===== config.mk =====
export PLATFORM = sky130hd
export DESIGN_NAME = pc_gen
export DESIGN_NICKNAME = d
export VERILOG_FILES = /design/src/rtl/pc_pkg.sv /design/src/rtl/pc_next_sel.sv /design/src/rtl/pc_gen.sv
export SDC_FILE = /design/constraint.sdc
export NUM_CORES = 1
export LEC_CHECK = 0
export CORE_ASPECT_RATIO = 0.5
export CORE_MARGIN = 2
export CORE_UTILIZATION = 41
export CTS_CLUSTER_DIAMETER = 200
export DETAILED_ROUTE_END_ITERATION = 8
export PLACE_DENSITY_LB_ADDON = 0.25
export SLEW_MARGIN = 30
export SYNTH_ARGS = -nofsm -noshare
export SYNTH_HDL_FRONTEND = slang
export SYNTH_SLANG_ARGS = --single-unit

===== constraint.sdc =====
create_clock -name clk -period 2.4 [get_ports clk]
set_input_delay 0.48 -clock clk [delete_from_list [all_inputs] [get_ports clk]]
set_output_delay 0.48 -clock clk [all_outputs]
set_load 0.05 [all_outputs]

===== src/rtl/pc_pkg.sv =====
// rtl/pc_pkg.sv - shared types and default constants for the PC generator
package pc_pkg;

    typedef enum logic [1:0] {
        BOOT = 2'd0,
        RUN  = 2'd1,
        HALT = 2'd2
    } state_e;

    typedef enum logic [2:0] {
        SEL_HOLD = 3'd0,
        SEL_SEQ  = 3'd1,
        SEL_JMP  = 3'd2,
        SEL_BR   = 3'd3,
        SEL_TRAP = 3'd4
    } sel_e;

    localparam logic [31:0] DEF_RESET_VEC = 32'h0000_0000;
    localparam logic [31:0] DEF_TRAP_VEC  = 32'h0000_0100;
    localparam int unsigned DEF_INC       = 4;

endpackage


===== src/rtl/pc_next_sel.sv =====
// rtl/pc_next_sel.sv - combinational next-PC priority arbiter
//
// Ports:
//   pc_i, pc_inc_i       current PC and its sequential successor
//   seq_ok_i             sequential advance permitted this cycle
//   trap_i               trap redirect to TRAP_VEC (highest priority)
//   br_taken_i/_target_i branch redirect
//   jmp_i/jmp_target_i   jump redirect
//   sel_o                chosen source
//   next_pc_o            PC value for the next edge
module pc_next_sel
    import pc_pkg::*;
#(
    parameter int unsigned       XLEN     = 32,
    parameter logic [XLEN-1:0]   TRAP_VEC = XLEN'(DEF_TRAP_VEC)
) (
    input  logic [XLEN-1:0] pc_i,
    input  logic [XLEN-1:0] pc_inc_i,
    input  logic            seq_ok_i,
    input  logic            trap_i,
    input  logic            br_taken_i,
    input  logic [XLEN-1:0] br_target_i,
    input  logic            jmp_i,
    input  logic [XLEN-1:0] jmp_target_i,
    output sel_e            sel_o,
    output logic [XLEN-1:0] next_pc_o
);

    always_comb begin
        sel_o     = SEL_HOLD;
        next_pc_o = pc_i;
        if (trap_i) begin
            sel_o     = SEL_TRAP;
            next_pc_o = TRAP_VEC;
        end else if (br_taken_i) begin
            sel_o     = SEL_BR;
            next_pc_o = br_target_i;
        end else if (jmp_i) begin
            sel_o     = SEL_JMP;
            next_pc_o = jmp_target_i;
        end else if (seq_ok_i) begin
            sel_o     = SEL_SEQ;
            next_pc_o = pc_inc_i;
        end
    end

endmodule


===== src/rtl/pc_gen.sv =====
// rtl/pc_gen.sv - fetch-stage program-counter generator with redirect and halt
//
// Optional macro PC_PERF_EN adds redirect_cnt_o / stall_cnt_o saturating counters.
//
// Ports:
//   clk, rst             clock, synchronous active-high reset
//   stall_i              blocks sequential advance only
//   fetch_ready_i        fetch accepts pc_o this cycle
//   br_taken_i/_target_i branch redirect
//   jmp_i/jmp_target_i   jump redirect
//   trap_i               redirect to TRAP_VEC
//   halt_i               enter wait-for-interrupt
//   pc_o, pc_inc_o       current PC, PC + INC (wrapping)
//   pc_valid_o           PC offered to fetch (RUN state)
//   misalign_o           last loaded redirect target misaligned
//   halted_o             in HALT
module pc_gen
    import pc_pkg::*;
#(
    parameter int unsigned     XLEN       = 32,
    parameter int unsigned     INC        = DEF_INC,
    parameter logic [XLEN-1:0] RESET_VEC  = XLEN'(DEF_RESET_VEC),
    parameter logic [XLEN-1:0] TRAP_VEC   = XLEN'(DEF_TRAP_VEC),
    parameter int unsigned     ALIGN_BITS = 2
) (
    input  logic            clk,
    input  logic            rst,
    input  logic            stall_i,
    input  logic            fetch_ready_i,
    input  logic            br_taken_i,
    input  logic [XLEN-1:0] br_target_i,
    input  logic            jmp_i,
    input  logic [XLEN-1:0] jmp_target_i,
    input  logic            trap_i,
    input  logic            halt_i,
    output logic [XLEN-1:0] pc_o,
    output logic [XLEN-1:0] pc_inc_o,
    output logic            pc_valid_o,
    output logic            misalign_o,
`ifdef PC_PERF_EN
    output logic [31:0]     redirect_cnt_o,
    output logic [31:0]     stall_cnt_o,
`endif
    output logic            halted_o
);

    localparam logic [XLEN-1:0] ALIGN_MASK = XLEN'((64'd1 << ALIGN_BITS) - 64'd1);

    state_e          state_q, state_d;
    logic [XLEN-1:0] pc_q, pc_d;
    logic            misalign_q, misalign_d;

    sel_e            sel;
    logic [XLEN-1:0] next_pc;
    logic            seq_ok;
    logic            redirect;

    assign pc_o       = pc_q;
    assign pc_inc_o   = pc_q + XLEN'(INC);
    assign pc_valid_o = (state_q == RUN);
    assign halted_o   = (state_q == HALT);
    assign misalign_o = misalign_q;

    // A halt request without a redirect freezes the PC even if fetch is ready.
    assign seq_ok   = pc_valid_o && fetch_ready_i && !stall_i && !halt_i;
    assign redirect = (sel == SEL_TRAP) || (sel == SEL_BR) || (sel == SEL_JMP);

    pc_next_sel #(
        .XLEN     (XLEN),
        .TRAP_VEC (TRAP_VEC)
    ) u_next_sel (
        .pc_i         (pc_q),
        .pc_inc_i     (pc_inc_o),
        .seq_ok_i     (seq_ok),
        .trap_i       (trap_i),
        .br_taken_i   (br_taken_i),
        .br_target_i  (br_target_i),
        .jmp_i        (jmp_i),
        .jmp_target_i (jmp_target_i),
        .sel_o        (sel),
        .next_pc_o    (next_pc)
    );

    always_comb begin
        state_d    = state_q;
        pc_d       = next_pc;
        misalign_d = misalign_q;
        if (redirect) begin
            misalign_d = |(next_pc & ALIGN_MASK);
        end
        case (state_q)
            BOOT:    state_d = RUN;
            RUN:     if (halt_i) state_d = HALT;
            HALT:    if (redirect) state_d = RUN;
            default: state_d = BOOT;
        endcase
    end

    always_ff @(posedge clk) begin
        if (rst) begin
            state_q    <= BOOT;
            pc_q       <= RESET_VEC;
            misalign_q <= 1'b0;
        end else begin
            state_q    <= state_d;
            pc_q       <= pc_d;
            misalign_q <= misalign_d;
        end
    end

`ifdef PC_PERF_EN
    logic [31:0] redirect_cnt_q, redirect_cnt_d;
    logic [31:0] stall_cnt_q, stall_cnt_d;

    assign redirect_cnt_o = redirect_cnt_q;
    assign stall_cnt_o    = stall_cnt_q;

    always_comb begin
        redirect_cnt_d = redirect_cnt_q;
        stall_cnt_d    = stall_cnt_q;
        if (redirect && (redirect_cnt_q != 32'hFFFF_FFFF)) begin
            redirect_cnt_d = redirect_cnt_q + 32'd1;
        end
        if (pc_valid_o && !(fetch_ready_i && !stall_i) && !redirect &&
            (stall_cnt_q != 32'hFFFF_FFFF)) begin
            stall_cnt_d = stall_cnt_q + 32'd1;
        end
    end

    always_ff @(posedge clk) begin
        if (rst) begin
            redirect_cnt_q <= 32'd0;
            stall_cnt_q    <= 32'd0;
        end else begin
            redirect_cnt_q <= redirect_cnt_d;
            stall_cnt_q    <= stall_cnt_d;
        end
    end
`endif

endmodule


==> results of run 1 <==
[flip-flops by register name, indices dropped and copies added, names as in the netlist]
name and cells:
state_q 2, pc_o 32, misalign_o 1
[cell usage after synthesis, drive strengths merged, types with 2 or more instances]
| master | count |
|---|---|
| xor2 | 10 |
| o22ai | 8 |
| and3 | 8 |
| nor2 | 24 |
| o31ai | 4 |
| nor4 | 2 |
| o21a | 4 |
| clkbuf | 12 |
| a22o | 2 |
| dfxtp | 35 |
| a211oi | 7 |
| mux2i | 3 |
| a21oi | 27 |
| o221a | 3 |
| xnor2 | 24 |
| and4 | 5 |
| nand2b | 12 |
| o211ai | 11 |
| or3 | 2 |
| nor2b | 2 |
| nor3 | 9 |
| a41o | 2 |
| o211a | 2 |
| nand2 | 30 |
| a211o | 2 |
| and2 | 3 |
| a31oi | 4 |
| mux2 | 2 |
| inv | 6 |
| a22oi | 10 |
| or2 | 3 |
| o221ai | 5 |
| buf | 21 |
| nand4 | 20 |
| nand3 | 13 |
| o21ai | 13 |
[placed cells by master (no fill, tap or decap), types with 10 or more instances in the layout]
| cell | instances |
|---|---|
| nand3_1 | 12 |
| nand4_1 | 19 |
| clkdlybuf4s50_1 | 110 |
| buf_4 | 48 |
| buf_12 | 29 |
| dfxtp_2 | 10 |
| o211ai_1 | 11 |
| nor2_1 | 22 |
| dfxtp_4 | 16 |
| a22oi_1 | 10 |
| nand2_1 | 28 |
| xnor2_1 | 10 |
| a21oi_1 | 27 |
| nand2b_1 | 12 |
[worst max-delay path: cells and delay by family (launching register included)]
family | cells | cell delay, ns
xor gates and xnor gates | 1 | 0.17
and+or+nand+nor | 3 | 0.68
DFF | 1 | 0.42
buffers and inverters | 2 | 0.34
[where the power goes]
group | switching [W] | total (W) | internal (W)
Combinational | 0.000410 | 0.000767 | 0.000357
Sequential | 0.0000521 | 0.000655 | 0.000603
Clock | 0.000253 | 0.000737 | 0.000484
[per-stage QoR]
step | hold WS, ns | util | total power [W]
after detailed placement | 0.488 | 0.749 | 0.00141
after global routing | 0.543 | 0.813 | 0.00221
after global placement | 0.476 | 0.749 | 0.00140
after floorplan | 0.486 | - | 0.00105
after CTS | 0.498 | 0.784 | 0.00213
final | 0.505 | 0.813 | 0.00216
[routing by layer]
| metal | GRT usage | wire length [um] |
|---|---|---|
| met1 | 0.364 | 4850 |
| met2 | 0.506 | 5630 |
| met3 | 0.0794 | 1500 |
| met4 | 0.0874 | 376 |
| met5 | 0 | 0 |
[worst paths after layout]
kind / from / to / slack [ns] / depth (start not counted)
setup reg to reg: pc_o[24] / pc_o[29] / 0.46 / 5
hold / removal: pc_o[3] / pc_o[3] / 0.50 / 2
setup / recovery: pc_o[22] / pc_inc_o[27] / 0.01 / 6
hold reg to reg: pc_o[3] / pc_o[3] / 0.50 / 2
[repair_timing]
item | in CTS | in global routing
pin swaps | 4 | 7
buffers inserted | 4 | 10
gates resized for setup | 16 | 22
setup endpoints to repair | 18 | 13
cloned | 0 | 1
[logic make-up after synthesis]
| logic type | share of synthesized area |
|---|---|
| compound gates | 0.273 |
| fa+ha+maj | 0.00452 |
| xor+xnor | 0.108 |
| flops | 0.253 |
| buf+inv | 0.0683 |
| mux | 0.0190 |
| simple gates | 0.274 |
[layout make-up]
type,instances,area [um^2]
clock buffers,5,125
well taps,92,115
repair buffers,191,2100
clock inverters,3,38.8
flip-flops and latches,35,773
fillers,414,1240
multi-input cells,289,2180
inverters,6,22.5
==> results.sh, run 1 <==
export IMPL_min_path_type="reg2reg"
export IMPL_nNetsFinal=601
export IMPL_drc_errors=0
export IMPL_clk_pin_slew_worst_paths_ns=0.06
export IMPL_drt_first_iter_violations=518
export IMPL_grt_start_max_net_pins=29
export IMPL_final_cell_count_no_fill=621
export IMPL_final_area_um2=5360
export IMPL_num_rows=21
export IMPL_cts_sinks=35
export IMPL_async_flop_share=0
export IMPL_tritoncts="yes"
export IMPL_start_kind="register"
export IMPL_endpoint_kind="output pin"
export IMPL_critical_path_max_stage_delay_ns=0.42
export IMPL_start_util=0.419
export IMPL_portBuffers=138
export IMPL_grt_pass1_vias=3370
export IMPL_worstPathMaxFanout=7
export IMPL_core_area_um2=6600
export IMPL_grt_usage=0.290
export IMPL_worstPathCellList="and4_2 -> and3_2 -> nand4_1 -> buf_4 -> xnor2_4 -> buf_12"
export IMPL_synth_area_leaders="dfxtp_1 (25%), xnor2_1 (7.6%), a21oi_1 (4.9%)"
export IMPL_yosys_area_top_type="dfxtp_1"
export IMPL_cts_buffers=5
export IMPL_vias=3840
export IMPL_rsz0062_at_grt="yes"
export IMPL_fin_crit_ns=2.39
export IMPL_dp_cells=598
export IMPL_cpMaxStageDelayCell="dfxtp_4"
export IMPL_gp_congestion=0.952
export IMPL_placed_cell_area_um2=4940
export IMPL_hold_violations=0
export IMPL_criticalPathCategory="reg2out"
export IMPL_tightest_slew_ns=0.907
export IMPL_synth_edf_count=0
export IMPL_drv_cap=0
export IMPL_drt_total_wl_mm=12.4
export IMPL_syn_num_nets=436
export IMPL_area_delta_synth_final_pct=93.8
export IMPL_viasPerCell=6.18
export IMPL_die_y_um=62.1
export IMPL_ys_seq_elements=35
export IMPL_dp_hpwl_mm=8.26
export IMPL_yosys_warnings=0
export IMPL_clk_insertion_delay_late_ns=0.28
export IMPL_fmax_ghz=0.419
export IMPL_grt_pass1_wl_mm=16.7
export IMPL_ant_nets=0
export IMPL_first_pass_iters=8
export IMPL_setup_violations=0
export IMPL_htreeDepth=2
export IMPL_cp_data_required_time_ns=1.92
export IMPL_slew_violations=0
export IMPL_seq_area_frac_synth=0.253
export IMPL_wl_per_cell_um=19.9
export IMPL_layout_drive_gt1_share=0.301
export IMPL_worst_ir_drop_vdd_uv=285
export IMPL_powerDensity_nw_per_um2=403
export IMPL_synth_main_ff_cell="dfxtp_1"
export IMPL_dp_slack_ns=0.0463
export IMPL_die_area_um2=7460
export IMPL_cts_path_max_buffers=2
export IMPL_timing_setup_tns_ns=0
export IMPL_cp_arrival_ns=1.91
export IMPL_syn_area_per_cell_um2=7.62
export IMPL_synth_area_um2=2770
export IMPL_die_w_um=120
export IMPL_status="finished, final reports clean"
export IMPL_synth_top_area_share=0.253
export IMPL_boundaryPins=139
export IMPL_n_antenna_cell=0
export IMPL_max_slew_margin=0.394
export IMPL_antenna_found_initial=0
export IMPL_grt_remaining_overflow=0
export IMPL_synthDistinctLibCells=59
export IMPL_clock_skew_final_ns=0.00535
export IMPL_p_leak_nw=2.08
export IMPL_netlist_instances=363
export IMPL_timing_final_ws_setup_ns=0.0132
export IMPL_root_buffer="clkbuf_16"
export IMPL_hold_buffers=0
export IMPL_min_period_over_period=0.994
(Power assumes the default switching activity.)
==> run 2, diff against run 1 <==
- CORE_UTILIZATION: 41 -> 43
- CTS_BUF_LIST: unset -> sky130_fd_sc_hd__clkbuf_8
- SYNTH_HIERARCHICAL: unset -> 1
- clock period: 2.4 -> 2.3 ns (I/O delays scaled with it)
==> results.sh, run 2 <==
export IMPL_status="complete, but fails checks"
export IMPL_violations="setup timing"
export IMPL_area_delta_synth_final_pct=103
export IMPL_clk_pin_slew_worst_paths_ns=0.09
export IMPL_layout_drive_gt1_share=0.427
export IMPL_synth_area_um2=2940
export IMPL_worst_ir_drop_vdd_uv=261
export IMPL_p_int_w=0.00146
export IMPL_grt_remaining_overflow=0
export IMPL_ant_nets=0
export IMPL_yosys_warnings=6
export IMPL_synth_top_family_by_area="simple AND/OR/NAND/NOR gates"
export IMPL_synth_simple_area_share=0.332
export IMPL_combinationalPowerShare=0.387
export IMPL_synth_fa_ha_area_frac=0.00426
export IMPL_boundaryPins=139
export IMPL_fmax_ghz=0.398
export IMPL_synth_edf_count=0
export IMPL_portBuffers=138
export IMPL_pwr_share_seq=0.298
export IMPL_synth_most_common_cell="nand2_1"
export IMPL_clkPwrFrac=0.315
export IMPL_tightest_slew_ns=0.543
export IMPL_fillers=271
export IMPL_reg2regPathDepth=11
export IMPL_start_kind="register"
export IMPL_nNetsFinal=587
export IMPL_criticalPathCategory="reg2out"
export IMPL_dp_hpwl_mm=7.51
export IMPL_clock_skew_final_ns=0.0118
export IMPL_switching_power_w=0.000793
export IMPL_synth_top_area_share=0.239
export IMPL_endpoint_kind="output pin"
export IMPL_seq_area_frac_synth=0.239
export IMPL_yosys_area_top_type="dfxtp_1"
export IMPL_die_y_um=62.4
export IMPL_tritoncts="yes"
export IMPL_r2r_setup_slack_ns=0
export IMPL_viasPerCell=5.99
export IMPL_hold_slack_ns=0.547
export IMPL_grt_pass1_vias=3665
export IMPL_cts_sinks=35
export IMPL_rr_startpoint="pc_o[2]"
export IMPL_cp_data_required_time_ns=1.84
export IMPL_p_leak_nw=2.28
export IMPL_num_rows=21
export IMPL_min_period_over_period=1.09
export IMPL_startpoint="pc_o[2]"
export IMPL_dp_slack_ns=0.0192
export IMPL_reg2reg_to="pc_o[17]"
export IMPL_synth_area_leaders="dfxtp_1 (24%), o221ai_2 (15%), mux2i_1 (11%)"
export IMPL_gp_congestion=0.820
export IMPL_die_w_um=121
export IMPL_final_cell_mix="clkdlybuf4s50_1 (109), buf_4 (60), nand2_1 (37), nor2b_1 (33), mux2i_1 (32)"
export IMPL_wl_per_cell_um=23.1
export IMPL_first_pass_iters=5
export IMPL_swShare=0.352
export IMPL_synth_common_cells="nand2_1 (41), dfxtp_1 (35), nor2b_1 (34)"
export IMPL_grt_start_max_net_pins=36
export IMPL_min_path_type="reg2reg"
export IMPL_synth_compound_area_frac=0.166
export IMPL_drt_first_iter_violations=295
export IMPL_n_antenna_cell=0
export IMPL_setup_violations=21
export IMPL_synthDistinctLibCells=38
export IMPL_grt_usage=0.319
export IMPL_hold_violations=0
export IMPL_synthMuxAreaShare=0.112
export IMPL_grt_pass1_wl_mm=19.0
export IMPL_worstPathMaxFanout=5
export IMPL_clk_insertion_delay_late_ns=0.31
export IMPL_start_util=0.442
export IMPL_cts_path_max_buffers=2
export IMPL_timing_final_ws_setup_ns=-0.215
export IMPL_die_area_um2=7550
export IMPL_syn_num_nets=405
export IMPL_hold_buffers=0
export IMPL_root_buffer="clkbuf_8"
export IMPL_cts_buffers=5
export IMPL_drc_errors=0
export IMPL_vias=3636
export IMPL_drv_cap=0
export IMPL_final_common_cell="clkdlybuf4s50_1"
export IMPL_ys_seq_elements=35
export IMPL_synthXorXnorAreaFrac=0.0835
export IMPL_rsz0062_at_grt="yes"
export IMPL_synth_main_ff_cell="dfxtp_1"
export IMPL_fin_crit_ns=2.51
export IMPL_syn_area_per_cell_um2=8.85
export IMPL_drt_total_wl_mm=14.1
export IMPL_powerDensity_nw_per_um2=377
export IMPL_async_flop_share=0
export IMPL_htreeDepth=2
export IMPL_cp_arrival_ns=2.05
export IMPL_endpoint="pc_inc_o[27]"
export IMPL_slew_violations=0
export IMPL_max_slew_margin=0.637
export IMPL_largest_reg_flops=32
export IMPL_core_area_um2=6650
export IMPL_antenna_found_initial=0
export IMPL_netlist_instances=332
-- run 2: cell types whose count changed after synthesis, moves of 8 or more --
cell / change
nor2_1: -11
a21oi_1: -26
nand3b_1: +30
nand4_1: -13
a22oi_1: -9
o221ai_2: +30
nand2b_1: -10
o211ai_1: -11
mux2i_1: +30
o22ai_1: -8
nand2_1: +11
nor2b_1: +32
o21ai_0: -9
-- run 2: repair_timing --
| item | 4_1_cts | 5_1_grt |
|---|---|---|
| cloned | 1 | 0 |
| pin swaps | 24 | 18 |
| endpoints found under the setup margin | 20 | 20 |
| setup buffers | 24 | 19 |
| resized for setup | 44 | 17 |
-- run 2: power groups by stage --
| stage | clock, W | combinational, W | sequential [W] |
|---|---|---|---|
| after detailed placement | 0 | 0.000777 | 0.000702 |
| after global routing | 0.000740 | 0.000899 | 0.000676 |
| after CTS | 0.000689 | 0.000813 | 0.000674 |
| after global placement | 0 | 0.000765 | 0.000699 |
| after floorplan | 0 | 0.000351 | 0.000791 |
| final | 0.000710 | 0.000870 | 0.000671 |
-- run 2: area by class of cell --
| cell class | count | area (um^2) | share of cell area |
|---|---|---|---|
| multi-input cells | 262 | 2700 | 0.451 |
| repair buffers | 205 | 2210 | 0.370 |
| flip-flops and latches | 35 | 795 | 0.133 |
| well taps | 92 | 115 | 0.0193 |
| clock buffers | 5 | 68.8 | 0.0115 |
| clock inverters | 3 | 67.6 | 0.0113 |
| inverters | 5 | 18.8 | 0.00314 |
-- run 2: per-layer routing --
layer  share of wire  vias to the layer above  GRT usage
met1            0.40                     1769      0.393
met2            0.48                      245      0.577
met3           0.083                       55     0.0566
li1                -                     1567          -
met4           0.042                        0     0.0785
met5               0                        -          0
-- run 2: kinds of logic (layout without fill, tap and decap cells) --
| family | count (synthesis) | after routing |
|---|---|---|
| XOR/XNOR | 28 | 28 |
| buffers and inverters | 35 | 218 |
| AND/OR/NAND/NOR | 165 | 165 |
| adder cells (fa/ha/maj) | 1 | 1 |
| multiplexers | 33 | 33 |
| AO/OA/AOI/OAI | 35 | 35 |
| flip-flops | 35 | 35 |
-- run 2: metrics by stage --
step	power (W)	cells	util	TNS, ns	cell area [um^2]
floorplan	0.00114	332	-	0	3400
global placement	0.00146	555	0.776	0	5160
detailed placement	0.00148	555	0.776	0	5160
finish	0.00225	607	0.899	-2.49	5980
CTS	0.00217	588	0.860	-0.795	5720
global route	0.00232	607	0.899	-3.80	5980
-- run 2: worst min-delay path by stage --
stage,from,slack (ns),cells after the start,endpoint
after detailed placement,misalign_o,0.53,2,misalign_o
after global routing,misalign_o,0.60,2,misalign_o
after global placement,misalign_o,0.50,2,misalign_o
after floorplan,state_q[0],0.52,2,state_q[0]
final,misalign_o,0.55,2,misalign_o
after CTS,misalign_o,0.54,2,misalign_o
-- run 2: worst max-delay path, cell delays in order (launching register included) --
cell and delay (ns):
dfxtp_4 0.37, buf_4 0.12, nand4_1 0.20, nor2_2 0.21, buf_6 0.18, nand4b_1 0.25, xnor2_4 0.26, buf_12 0.17
==> run 3, diff against run 2 <==
- PLACE_DENSITY_LB_ADDON: 0.25 -> 0.3
==> results.sh, run 3 (synthesis gave the netlist of run 2 again) <==
export IMPL_multi_input_comb_area_um2=2680
export IMPL_cp_data_required_time_ns=1.84
export IMPL_seqCellArea_um2=796
export IMPL_criticalPathCategory="reg2out"
export IMPL_min_path_type="reg2reg"
export IMPL_tightest_slew_ns=0.567
export IMPL_cts_path_max_buffers=2
export IMPL_final_cell_mix="clkdlybuf4s50_1 (109), buf_4 (67), nand2_1 (37), nor2b_1 (33), mux2i_1 (33)"
export IMPL_layout_drive_gt1_share=0.425
export IMPL_drt_total_wl_mm=13.3
export IMPL_gp_congestion=0.812
export IMPL_worst_ir_drop_vdd_uv=217
export IMPL_start_kind="register"
export IMPL_hold_slack_ns=0.557
export IMPL_r2r_setup_slack_ns=0.05
export IMPL_die_y_um=62.4
export IMPL_die_w_um=121
export IMPL_drv_cap=0
export IMPL_htreeDepth=2
export IMPL_clock_skew_final_ns=0.00806
export IMPL_core_area_um2=6650
export IMPL_area_delta_synth_final_pct=101
export IMPL_die_area_um2=7550
export IMPL_wl_met2_mm=6.48
export IMPL_tritoncts="yes"
export IMPL_setup_violations=19
export IMPL_fmax_ghz=0.402
export IMPL_routed_wl_met3_um=994
export IMPL_grt_usage=0.314
export IMPL_drt_first_iter_violations=239
export IMPL_slew_violations=0
export IMPL_first_pass_iters=5
export IMPL_top_layer="met4"
export IMPL_drt_met1_wl_mm=5.07
export IMPL_antenna_found_initial=0
export IMPL_status="complete, but fails checks"
export IMPL_start_util=0.442
export IMPL_power_w=0.00202
export IMPL_nNetsFinal=590
export IMPL_fillers=279
export IMPL_grt_pass1_wl_mm=18.5
export IMPL_grt_pass1_vias=3647
export IMPL_num_rows=21
export IMPL_viasPerCell=5.80
export IMPL_rr_startpoint="pc_o[5]"
export IMPL_reg2regPathDepth=9
export IMPL_timing_final_ws_setup_ns=-0.185
export IMPL_cp_arrival_ns=2.03
export IMPL_max_slew_margin=0.621
export IMPL_largest_reg_flops=32
export IMPL_hold_buffers=0
export IMPL_hold_violations=0
export IMPL_whs_path_depth=2
export IMPL_clk_pin_slew_worst_paths_ns=0.08
export IMPL_grt_start_max_net_pins=36
export IMPL_n_antenna_cell=0
export IMPL_vias=3535
export IMPL_wl_per_cell_um=21.8
export IMPL_dp_slack_ns=0.0106
export IMPL_cts_sinks=35
export IMPL_min_to="misalign_o"
export IMPL_cts_buffers=5
export IMPL_ant_nets=0
export IMPL_clk_insertion_delay_late_ns=0.30
export IMPL_min_period_over_period=1.08
export IMPL_drc_errors=0
export IMPL_worst_hold_startpoint="misalign_o"
export IMPL_fin_crit_ns=2.49
export IMPL_worstPathMaxFanout=6
export IMPL_root_buffer="clkbuf_8"
export IMPL_rsz0062_at_grt="yes"
export IMPL_violations="setup timing"
export IMPL_reg2reg_to="pc_o[22]"
export IMPL_dp_hpwl_mm=7.69
export IMPL_portBuffers=138
export IMPL_p_leak_nw=2.20
export IMPL_powerDensity_nw_per_um2=342
export IMPL_endpoint_kind="output pin"
export IMPL_grt_remaining_overflow=0
export IMPL_final_common_cell="clkdlybuf4s50_1"
export IMPL_boundaryPins=139
==> run 3: cell types whose count changed in the layout (fill, tap and decap cells not counted), moves of 2 or more <==
cell,change
nor3_2,+2
buf_12,-2
bufinv_16,-2
buf_4,+7
==> run 3: layer usage <==
layer  GRT usage  vias to the layer above
li1            -                     1573
met1       0.351                     1707
met2       0.563                      200
met3      0.0876                       55
met4       0.131                        0
met5           0                        -
==> run 3: worst max path at each step <==
stage	start	endpoint	slack, ns
floorplan	pc_o[20]	pc_o[30]	0.006
global placement	pc_o[2]	pc_inc_o[18]	0.03
detailed placement	pc_o[2]	pc_inc_o[18]	0.01
CTS	pc_o[2]	pc_inc_o[26]	-0.07
global route	pc_o[8]	pc_inc_o[22]	-0.22
finish	pc_o[5]	pc_inc_o[23]	-0.19
==> run 3: through the flow <==
step	instances	instance area, um^2	setup TNS [ns]	util
4_1_cts	602	5730	-0.368	0.861
3_5_place_dp	557	5180	0	0.780
6_report	610	5900	-2.07	0.887
2_1_floorplan	332	3400	0	-
3_3_place_gp	557	5180	0	0.780
5_1_grt	610	5900	-3.04	0.887
==> run 3: what timing repair did <==
action,CTS,global route
endpoints found under the setup margin,21,23
pin swaps,23,17
buffers inserted,38,9
resized for setup,34,22
==> run 3: layout make-up <==
class,count,share of cell area
Clock buffer,6,0.0140
Sequential cell,35,0.135
Clock inverter,2,0.00127
Inverter,5,0.00318
Multi-Input combinational cell,262,0.454
Tap cell,92,0.0195
Timing Repair Buffer,208,0.373
==> run 3: power by group <==
| group | total (W) | leakage, nW | internal, W | switching [W] |
|---|---|---|---|---|
| sequential | 0.000672 | 0.306 | 0.000623 | 0.0000483 |
| combinational | 0.000864 | 1.85 | 0.000405 | 0.000459 |
| clock | 0.000483 | 0.0500 | 0.000236 | 0.000247 |
==> run 3: worst max-delay path, cell delays in order (launching register included) <==
cell	delay, ns
dfxtp_4	0.37
nand4_4	0.23
nor2_1	0.23
buf_4	0.20
buf_4	0.16
nand3_4	0.10
xnor2_4	0.25
buf_12	0.17
==> RTL edit 1 (flow settings as in run 3) <==
`XLEN` is set to 32 in 2 places; all go to 64.
--- a/src/rtl/pc_next_sel.sv
+++ b/src/rtl/pc_next_sel.sv
@@ -11,7 +11,7 @@
 module pc_next_sel
     import pc_pkg::*;
 #(
-    parameter int unsigned       XLEN     = 32,
+    parameter int unsigned       XLEN     = 64,
     parameter logic [XLEN-1:0]   TRAP_VEC = XLEN'(DEF_TRAP_VEC)
 ) (
     input  logic [XLEN-1:0] pc_i,
--- a/src/rtl/pc_gen.sv
+++ b/src/rtl/pc_gen.sv
@@ -17,7 +17,7 @@
 module pc_gen
     import pc_pkg::*;
 #(
-    parameter int unsigned     XLEN       = 32,
+    parameter int unsigned     XLEN       = 64,
     parameter int unsigned     INC        = DEF_INC,
     parameter logic [XLEN-1:0] RESET_VEC  = XLEN'(DEF_RESET_VEC),
     parameter logic [XLEN-1:0] TRAP_VEC   = XLEN'(DEF_TRAP_VEC),
Ports: changed (resized br_target_i, jmp_target_i, pc_inc_o and pc_o); port bits go from 139 to 267. The function was not compared with the original's and may differ.
==> RTL edit 1 against run 3 <==
The run now fails in global routing (5_1_grt). Area after synthesis grew 95%.
==> RTL edit 1: results (changes against run 3) <==
{
  "run_status": {
    "status": "aborted with a tool error",
    "lastStage": "global routing (5_1_grt)",
    "error_line": "[ERROR DPL-0038] Utilization greater than 100%, impossible to legalize"
  },
  "cts": {
    "cts_sinks": {"value": 67, "change": "+91%"},
    "cts_max_path_buffers": {"value": 2, "change": "unchanged"},
    "ctsHtreeMaxLevel": {"value": 3, "change": "+1"},
    "tritoncts_buffer_count": {"value": 9, "change": "+4"},
    "ctsRootBufferMaster": "clkbuf_8"
  },
  "placement": {
    "place.detailed.hpwl": {"value": 18300, "unit": "µm", "change": "+140%"},
    "place_inst": {"value": 1139, "change": "+100%"},
    "pre_cts_ws": {"value": -437, "unit": "ps", "change": "-447 ps"},
    "gp_routability_congestion": {"value": 0.886, "change": "+9.0%"},
    "numPortBuffers": {"value": 266, "change": "+93%"}
  },
  "synthesis": {
    "asyncSetResetFlopFracSynth": {"value": 0, "change": "unchanged"},
    "synth.avg_cell_area": {"value": 8.95, "unit": "µm²", "change": "+1.2%"},
    "synth_sequential_area_ratio": {"value": 0.235, "change": "-0.00403"},
    "synth.distinct_cells": {"value": 39, "change": "+2.6%"},
    "postSynthNetCount": {"value": 776, "change": "+92%"},
    "synth.area.top_cells": "dfxtp_1 (23%), o221ai_2 (16%), mux2i_1 (11%)",
    "synth_top_cells_by_count": "nand2_1 (84), dfxtp_1 (67), nor2b_1 (67)",
    "yosysWarningCount": {"value": 6, "change": "unchanged"}
  },
  "global_routing": {
    "grt_max_degree": 49
  },
  "sta": {
    "worst_endpoint": "pc_inc_o[58]",
    "worstEndpointType": "output port"
  }
}
[RTL edit 1: cell count changes after synthesis, sizes merged, moves of 27 or more]
cell    change
dfxtp      +32
o221ai     +32
nor2b      +33
xnor2      +27
nand2      +43
nand3b     +32
mux2i      +32
[RTL edit 1: through the flow]
step,instance area (µm²),util
2_1_floorplan,6910,-
4_1_cts,12300,0.959
3_3_place_gp,11000,0.862
3_5_place_dp,11000,0.862
[RTL edit 1: cells by family after synthesis]
kind of cell             count (synthesis)  share of synthesized area
adder cells (fa/ha/maj)                  1                    0.00219
XOR/XNOR                                60                     0.0919
multiplexers                            65                      0.114
flip-flops                              67                      0.235
AND/OR/NAND/NOR                        323                      0.340
AO/OA/AOI/OAI                           67                      0.166
buffers and inverters                   56                     0.0514
[RTL edit 1: what timing repair did]
action	CTS
setup endpoints to repair	94
pin swaps	79
resized for setup	141
setup buffers	52
==> RTL edit 2 (settings of run 3) <==
Made on the original files. Add an input register stage for `br_target_i` and `jmp_target_i`, without a reset; this delays them by one clock. The other inputs are not delayed to match.
--- a/src/rtl/pc_gen.sv
+++ b/src/rtl/pc_gen.sv
@@ -46,6 +46,14 @@
 
     localparam logic [XLEN-1:0] ALIGN_MASK = XLEN'((64'd1 << ALIGN_BITS) - 64'd1);
 
+    logic [XLEN-1:0] br_target_q;
+    logic [XLEN-1:0] jmp_target_q;
+
+    always_ff @(posedge clk) begin
+        br_target_q  <= br_target_i;
+        jmp_target_q <= jmp_target_i;
+    end
+
     state_e          state_q, state_d;
     logic [XLEN-1:0] pc_q, pc_d;
     logic            misalign_q, misalign_d;
@@ -74,9 +82,9 @@
         .seq_ok_i     (seq_ok),
         .trap_i       (trap_i),
         .br_taken_i   (br_taken_i),
-        .br_target_i  (br_target_i),
+        .br_target_i  (br_target_q),
         .jmp_i        (jmp_i),
-        .jmp_target_i (jmp_target_i),
+        .jmp_target_i (jmp_target_q),
         .sel_o        (sel),
         .next_pc_o    (next_pc)
     );
Check against the original RTL: not equivalent (a bounded check fails within 4 cycles, from zero or initial values and one cycle with rst high).
==> RTL edit 2 against run 3 <==
The run still ends with negative setup slack left. Setup slack got worse by 47 ps. Global-route usage fell by 8.9 points. Sequential cell count rose by 64. Routed wire length fell by 11%. Sequential power rose to 2.8 times the old value. Total power rose by 100%. Final area rose by 27%. Area after synthesis rose by 44%. Largest power group is now registers. Highest routed layer unchanged.
==> RTL edit 2: results (changes against run 3) <==
{
  "final_layout": {
    "nets": {"value": 656, "change": "+11%"},
    "drive_gt1_frac": {"value": 0.388, "change": "-0.0370"},
    "fillers": {"value": 599, "change": "+110%"}
  },
  "sta": {
    "layout_setup_ws": {"value": -232, "unit": "ps", "change": "-46.7 ps"},
    "timing.final.setup_violations": {"value": 22, "change": "+3"},
    "final_setup_skew": {"value": 9.86, "unit": "ps", "change": "+1.79 ps"},
    "slew_headroom": {"value": 0.637, "change": "+0.0163"}
  },
  "critical_path": {
    "critical_path.endpoint": "pc_inc_o[27]",
    "worst_r2r_endpoint": "pc_o[28]",
    "cp.arrival": {"value": 2070, "unit": "ps", "change": "+40 ps"},
    "ff2ff_setup_slack": {"value": 130, "unit": "ps", "change": "+80 ps"}
  },
  "cts": {
    "postCtsSetupRepairBufs": {"value": 27, "change": "-29%"},
    "tritoncts_buffer_count": {"value": 9, "change": "+4"},
    "insertion_delay": {"value": 370, "unit": "ps", "change": "+70 ps"},
    "ctsHtreeMaxLevel": {"value": 3, "change": "+1"},
    "cts_resized": {"value": 46, "change": "+35%"}
  },
  "placement": {
    "gp_routability_congestion": {"value": 0.804, "change": "-1.1%"},
    "pre_cts_ws": {"value": -54.8, "unit": "ps", "change": "-65.4 ps"},
    "place.detailed.hpwl": {"value": 8330, "unit": "µm", "change": "+8.4%"}
  },
  "synthesis": {
    "synth_top_cells_by_count": "dfxtp_1 (99), nand2_1 (41), nor2b_1 (34)",
    "synth_sequential_area_ratio": {"value": 0.470, "change": "+0.231"},
    "postSynthNetCount": {"value": 469, "change": "+16%"}
  },
  "power": {
    "static-leakage-power": {"value": 2.90, "unit": "nW", "change": "+32%"}
  },
  "drt": {
    "drt_pre_antenna_iters": {"value": 4, "change": "-1"},
    "detail_route.iter0.violations": {"value": 146, "change": "-39%"},
    "detail_route.wirelength": {"value": 11900, "unit": "µm", "change": "-11%"},
    "via_count_of_the_routed_design": {"value": 3588, "change": "+1.5%"}
  },
  "global_routing": {
    "grt_pass1_wl": {"value": 18300, "unit": "µm", "change": "-1.3%"},
    "global_route.usage.total": {"value": 0.225, "change": "-0.0888"}
  },
  "run_status": {
    "violated_checks": "negative setup slack",
    "status": "finished with violations"
  }
}
==> RTL edit 2: cell types whose count changed after synthesis <==
cell	change
dfxtp_1	+64
==> RTL edit 2: logic make-up (layout without fill, tap and decap cells) <==
group,after synthesis,after routing,synth area share
muxes,33,33,0.0783
and+or+nand+nor,165,165,0.231
buffers and inverters,35,227,0.0439
AOI/OAI and AO/OA,35,35,0.116
adders and majority gates,1,1,0.00297
DFF,99,99,0.470
xor gates and xnor gates,28,28,0.0581
==> RTL edit 2: critical path, delay by kind of cell, from the launching register on <==
family	cells	cell delay, ps
AND/OR/NAND/NOR	3	690
XOR/XNOR	1	260
buffers and inverters	2	380
flip-flops	1	370
==> RTL edit 2: area by class of cell <==
class                   count  area share
clock buffers              12      0.0221
clock inverters             4      0.0127
inverters                   5     0.00251
multi-input cells         262       0.362
flip-flops and latches     99       0.279
well taps                 135      0.0226
repair buffers            206       0.299
==> RTL edit 2: metrics by stage <==
| stage | hold WS [ps] | cells | setup TNS [ps] | instance area (µm²) |
|---|---|---|---|---|
| floorplan | 488 | 396 | 0 | 4680 |
| global placement | 501 | 662 | 0 | 6530 |
| detailed placement | 498 | 662 | -54.8 | 6530 |
| CTS | 511 | 706 | -1870 | 7240 |
| global route | 507 | 723 | -4430 | 7470 |
| finish | 510 | 723 | -2180 | 7470 |
==> RTL edit 2: per-layer routing <==
metal | part of all wire | track usage | vias to the layer above
met5 | 0 | 0 | -
met4 | 0.0091 | 0.0588 | 0
met3 | 0.053 | 0.0721 | 14
met2 | 0.50 | 0.390 | 82
met1 | 0.44 | 0.277 | 1721
li1 | - | - | 1771
==> RTL edit 2: power by group <==
group / internal (mW) / total, mW / switching, mW
clock network: 0.810 / 1.39 / 0.583
logic: 0.412 / 0.840 / 0.429
registers: 1.79 / 1.85 / 0.0598
